$ cat config.mk
export PLATFORM = sky130hd
export DESIGN_NAME = mainfsm
export DESIGN_NICKNAME = d
export VERILOG_FILES = /design/src/rtl/mainfsm_pkg.sv /design/src/rtl/mainfsm_outdec.sv /design/src/rtl/mainfsm.sv
export SDC_FILE = /design/constraint.sdc
export NUM_CORES = 1
export LEC_CHECK = 0
export BUFFER_PORTS_ARGS = -buffer_cell sky130_fd_sc_hd__buf_4
export CAP_MARGIN = 20
export CORE_AREA = 5 5 42 44
export CTS_CLUSTER_DIAMETER = 80
export CTS_CLUSTER_SIZE = 24
export DETAILED_ROUTE_END_ITERATION = 6
export DIE_AREA = 0 0 47 49
export PLACE_DENSITY = 0.55
export SLEW_MARGIN = 25
export SYNTH_ARGS = -nofsm -noshare
export SYNTH_HDL_FRONTEND = slang
export SYNTH_SLANG_ARGS = --single-unit
$ cat constraint.sdc
create_clock -name clk -period 1.9 [get_ports clk]
set_input_delay 0.38 -clock clk [delete_from_list [all_inputs] [get_ports clk]]
set_output_delay 0.38 -clock clk [all_outputs]
set_load 0.02 [all_outputs]
$ cat src/rtl/mainfsm_pkg.sv
// Shared control definitions for the multicycle controller: the state encoding, the
// datapath mux select codes and the opcode field values.
package mainfsm_pkg;

    typedef enum logic [3:0] {
        FETCH    = 4'd0,
        DECODE   = 4'd1,
        MEMADR   = 4'd2,
        MEMREAD  = 4'd3,
        MEMWB    = 4'd4,
        MEMWRITE = 4'd5,
        EXECUTER = 4'd6,
        EXECUTEI = 4'd7,
        ALUWB    = 4'd8,
        ALUWB2   = 4'd9,
        BRANCH   = 4'd10,
        UNKNOWN  = 4'd11
    } statetype;

    // ALU operand A select
    localparam logic [1:0] SRCA_REG = 2'b00;
    localparam logic [1:0] SRCA_PC  = 2'b01;
    localparam logic [1:0] SRCA_PC8 = 2'b10;

    // ALU operand B select
    localparam logic [1:0] SRCB_REG = 2'b00;
    localparam logic [1:0] SRCB_IMM = 2'b01;
    localparam logic [1:0] SRCB_4   = 2'b10;

    // Register-file / PC result select
    localparam logic [1:0] RES_ALUOUT = 2'b00;
    localparam logic [1:0] RES_DATA   = 2'b01;
    localparam logic [1:0] RES_ALU    = 2'b10;

    // Op field values
    localparam logic [1:0] OP_DP  = 2'b00;
    localparam logic [1:0] OP_MEM = 2'b01;
    localparam logic [1:0] OP_BR  = 2'b10;

    // Funct bit positions
    localparam int FUNCT_I = 5;
    localparam int FUNCT_L = 0;

    // Dispatch target out of DECODE for a given opcode class.
    function automatic statetype decode_target(input logic [1:0] op, input logic imm);
        statetype target;
        case (op)
            OP_MEM:  target = MEMADR;
            OP_DP:   target = imm ? EXECUTEI : EXECUTER;
            OP_BR:   target = BRANCH;
            default: target = UNKNOWN;
        endcase
        return target;
    endfunction

endpackage

$ cat src/rtl/mainfsm_outdec.sv
// State-to-control decode for mainfsm. Purely combinational; unused encodings decode
// to all-zero so no strobe can fire from an illegal state.
module mainfsm_outdec
    import mainfsm_pkg::*;
(
    input  logic [3:0] state,
    output logic       IRWrite,
    output logic       AdrSrc,
    output logic       NextPC,
    output logic       RegW,
    output logic       MemW,
    output logic       Branch,
    output logic       ALUOp,
    output logic       RegSrc64b,
    output logic [1:0] ALUSrcA,
    output logic [1:0] ALUSrcB,
    output logic [1:0] ResultSrc
);

    statetype st;
    assign st = statetype'(state);

    always_comb begin
        IRWrite   = 1'b0;
        AdrSrc    = 1'b0;
        NextPC    = 1'b0;
        RegW      = 1'b0;
        MemW      = 1'b0;
        Branch    = 1'b0;
        ALUOp     = 1'b0;
        RegSrc64b = 1'b0;
        ALUSrcA   = SRCA_REG;
        ALUSrcB   = SRCB_REG;
        ResultSrc = RES_ALUOUT;
        case (st)
            FETCH: begin
                IRWrite   = 1'b1;
                NextPC    = 1'b1;
                ALUSrcA   = SRCA_PC;
                ALUSrcB   = SRCB_4;
                ResultSrc = RES_ALU;
            end
            DECODE: begin
                ALUSrcA   = SRCA_PC;
                ALUSrcB   = SRCB_4;
                ResultSrc = RES_ALU;
            end
            MEMADR: begin
                ALUSrcA = SRCA_REG;
                ALUSrcB = SRCB_IMM;
            end
            MEMREAD: begin
                AdrSrc    = 1'b1;
                ResultSrc = RES_ALUOUT;
            end
            MEMWB: begin
                RegW      = 1'b1;
                ResultSrc = RES_DATA;
            end
            MEMWRITE: begin
                AdrSrc    = 1'b1;
                MemW      = 1'b1;
                ResultSrc = RES_ALUOUT;
            end
            EXECUTER: begin
                ALUOp   = 1'b1;
                ALUSrcA = SRCA_REG;
                ALUSrcB = SRCB_REG;
            end
            EXECUTEI: begin
                ALUOp   = 1'b1;
                ALUSrcA = SRCA_REG;
                ALUSrcB = SRCB_IMM;
            end
            ALUWB: begin
                RegW      = 1'b1;
                ResultSrc = RES_ALUOUT;
            end
            ALUWB2: begin
                RegW      = 1'b1;
                RegSrc64b = 1'b1;
                ResultSrc = RES_ALUOUT;
            end
            BRANCH: begin
                Branch    = 1'b1;
                ALUSrcA   = SRCA_PC8;
                ALUSrcB   = SRCB_IMM;
                ResultSrc = RES_ALU;
            end
            default: ;
        endcase
    end

endmodule

$ cat src/rtl/mainfsm.sv
// Multicycle main controller: Moore FSM stepping each instruction through its
// fetch/decode/execute/writeback states. Outputs depend only on the state register.
module mainfsm
    import mainfsm_pkg::*;
(
    input  logic       clk,
    input  logic       reset,
    input  logic [1:0] Op,
    input  logic [5:0] Funct,
    input  logic       Mul64,
    output logic       IRWrite,
    output logic       AdrSrc,
    output logic       NextPC,
    output logic       RegW,
    output logic       MemW,
    output logic       Branch,
    output logic       ALUOp,
    output logic       RegSrc64b,
    output logic [1:0] ALUSrcA,
    output logic [1:0] ALUSrcB,
    output logic [1:0] ResultSrc
);

    statetype state_reg;
    statetype state_next;

    // Only the immediate and load bits of Funct steer sequencing.
    logic unused_funct;
    assign unused_funct = ^Funct[4:1];

    always_ff @(posedge clk or posedge reset) begin
        if (reset) begin
            state_reg <= FETCH;
        end else begin
            state_reg <= state_next;
        end
    end

    always_comb begin
        state_next = FETCH;
        case (state_reg)
            FETCH:    state_next = DECODE;
            DECODE:   state_next = decode_target(Op, Funct[FUNCT_I]);
            MEMADR:   state_next = Funct[FUNCT_L] ? MEMREAD : MEMWRITE;
            MEMREAD:  state_next = MEMWB;
            EXECUTER: state_next = ALUWB;
            EXECUTEI: state_next = ALUWB;
            ALUWB:    state_next = Mul64 ? ALUWB2 : FETCH;
            default:  state_next = FETCH;
        endcase
    end

    mainfsm_outdec u_outdec (
        .state     (state_reg),
        .IRWrite   (IRWrite),
        .AdrSrc    (AdrSrc),
        .NextPC    (NextPC),
        .RegW      (RegW),
        .MemW      (MemW),
        .Branch    (Branch),
        .ALUOp     (ALUOp),
        .RegSrc64b (RegSrc64b),
        .ALUSrcA   (ALUSrcA),
        .ALUSrcB   (ALUSrcB),
        .ResultSrc (ResultSrc)
    );

endmodule

==> impl_results.md <==
* Post-CTS Setup Bufs at 0
* I/O Buffers at 20
* 1st-pass router iterations at 4
* Setup Viol. Count Final at 0
* Synth-to-Final Area Change at 49.3%
* Cts hold-fix bufs at 0
* I/O Pins at 25
* Clock transition at path regs at approximately 0.04 ns
* LEAKAGE at ~0.27 nW
* Initial antenna violation count at 0
* Yosys synthesis warning count at 0
* Share of cells above drive strength 1 at 0.435
* Post-Syn Nets at 60
* WP data arrival at approximately 1.4 ns
* MaxCap Viol Count at 0
* GP Congestion at just over 0.7
* Max FFs per register at 4
* Status: complete, no violations
* Total track usage at 0.0988
* Final WS setup at between 0.1 and 0.15 ns
* Fin crit period at approximately 1.8 ns
* Clock Latency Late Sink at between 0.2 and 0.25 ns
* Setup TNS at 0 ns
* Distinct cell type count after synthesis at 23
* Syn Inst Count at between 40 and 50
* CTS Sinks at 4
* Synthesized flop and latch total at 4
* Initial DRC count at 9
* Die ar. at about 2300 um^2
* Vias/cell at 4.60
* Largest net degree at the start of global routing at 13
* Core region area at between 1000 and 1500 um^2
* Max Slew Vio Count at 0
* Sequential share of the synthesized area at 0.278
* GR Overflow Total at 0
* Final Cycle Share at 0.922
* CP Capture Type: output pin
* Worst Path Required at about 1.5 ns
* Avg Synthesized Cell Area at 7.35 um^2
* Fmax at about 570 MHz
* RSZ-0062 raised after global routing: no
* Final Hold Fails at 0
* Die extent in x at approximately 47 um
* Max clock buf depth at 2
* Crit path max fanout at 12
* Post-DR wirelength/cell at 11.5 um
* TritonCTS Buffers at 3
* DP Wirelength at ~760 um
* Post-route ant nets at 0
* Via count at roughly 390
* Worst slack at placement at ~0.38 ns
* Vias in the first global route at 364
* Pwr Density at 1960 nW/um^2
* # DRC at 0
* Setup CP Type: reg2out
* Htree depth at 1
* CP Launch Type: flop
* Fin nets at a little over 80
* Worst-margin pin slew at between 0.3 and 0.4 ns
* First-pass GRT wire length at between 1500 and 2000 um
* Post-Route WL at slightly below 1000 um
* CTS root buf: clkbuf_4
* Worst Skew at 0.00227 ns
* Rel. slew slack at 0.739
* Cell row count at 14
* Initial Util at 0.257
* Die H at around 49 um
* Post-CTS sizing at 0
* Worst hold path class: in2async
* Ant diodes at 0
* Max rail drop VDD at 0.000791 V
* CTS tree: built
* Mapped cell area at roughly 360 um^2
## layout by cell type (no fill, tap or decap)
cell | synthesis | layout
dfrtp_1 | 4 | 4
or3b_1 | 1 | 1
xnor2_1 | 1 | 1
nor2_1 | 8 | 8
a21boi_0 | 2 | 2
nand2b_1 | 3 | 3
o21ai_0 | 1 | 1
o32a_2 | 1 | 1
a21oi_1 | 2 | 2
nand2_1 | 2 | 2
or2_2 | 1 | 1
nor3_1 | 7 | 7
a21o_1 | 1 | 1
a211o_1 | 1 | 1
clkbuf_4 | 0 | 3
buf_4 | 3 | 23
inv_1 | 2 | 2
nor4_2 | 0 | 1
inv_2 | 1 | 1
nand3b_1 | 1 | 1
a31oi_1 | 1 | 1
nor2b_1 | 2 | 2
## kinds of logic (layout without fill, tap and decap cells)
kind of cell / Yosys count / in the layout / share of synthesized area
simple gates: 26 / 26 / 0.368
xor+xnor: 1 / 1 / 0.0243
buf+inv: 9 / 29 / 0.153
flops: 4 / 4 / 0.278
compound gates: 9 / 9 / 0.177
## worst max-delay path: stages (launching register included)
cell and delay, ns:
dfrtp_1 0.57, nor3_1 0.11, or2_2 0.30, buf_4 0.16
## final cells by class
class | count | area (um^2)
Fill cell | 165 | 863
Multi-Input combinational cell | 36 | 211
Timing Repair Buffer | 23 | 173
Sequential cell | 4 | 100
Clock buffer | 3 | 22.5
Tap cell | 16 | 20.0
Inverter | 3 | 11.3
## routing by layer
| metal | part of all wire | up-vias | GRT usage |
|---|---|---|---|
| met4 | 0 | 0 | 0.0415 |
| met2 | 0.44 | 18 | 0.127 |
| li1 | - | 205 | - |
| met1 | 0.46 | 168 | 0.133 |
| met3 | 0.095 | 0 | 0.0554 |
| met5 | 0 | - | 0 |
## metrics by stage
| stage | total power [mW] | hold slack, ns | area (um^2) | util | cells |
|---|---|---|---|---|---|
| floorplan | 0.723 | 0.146 | 367 | - | 49 |
| global placement | 0.957 | 0.274 | 515 | 0.368 | 82 |
| detailed placement | 0.957 | 0.275 | 515 | 0.368 | 82 |
| CTS | 1.07 | 0.0184 | 538 | 0.384 | 85 |
| global route | 1.15 | 0.0269 | 538 | 0.384 | 85 |
| finish | 1.05 | 0.0282 | 538 | 0.384 | 85 |
## final timing paths
| check | from | end | slack (ns) | depth (start not counted) |
|---|---|---|---|---|
| worst max-delay path | state_reg[0] | ResultSrc[1] | 0.15 | 3 |
| worst min-delay path | reset | state_reg[1] | 0.03 | 2 |
| worst max register to register | state_reg[0] | state_reg[2] | 0.60 | 3 |
| worst min register to register | state_reg[2] | state_reg[2] | 0.66 | 2 |
| max in group asynchronous | reset | state_reg[0] | 1.72 | 2 |
| min in group clk | Op[0] | state_reg[2] | 0.45 | 3 |
## power by group
part / total, mW / internal, mW / switching (mW) / leakage, nW
clock network: 0.104 / 0.0706 / 0.0338 / 0.0138
registers: 0.192 / 0.124 / 0.0683 / 0.0509
logic: 0.757 / 0.337 / 0.421 / 0.205
total: 1.05 / 0.531 / 0.523 / 0.269
## cell usage after synthesis
library cell  count  share of area
a211o_1           1          0.024
a21boi_0          2          0.042
a21o_1            1          0.021
a21oi_1           2          0.028
a31oi_1           1          0.017
buf_2             2          0.028
buf_4             3          0.062
buf_6             1          0.031
dfrtp_1           4           0.28
inv_1             2          0.021
inv_2             1          0.010
nand2_1           2          0.021
nand2b_1          3          0.052
nand3b_1          1          0.021
nor2_1            8          0.083
nor2b_1           2          0.035
nor3_1            7          0.097
nor4_1            1          0.017
o21ai_0           1          0.014
o32a_2            1          0.031
or2_2             1          0.017
or3b_1            1          0.024
xnor2_1           1          0.024
Power figures use the tool's default switching activity.
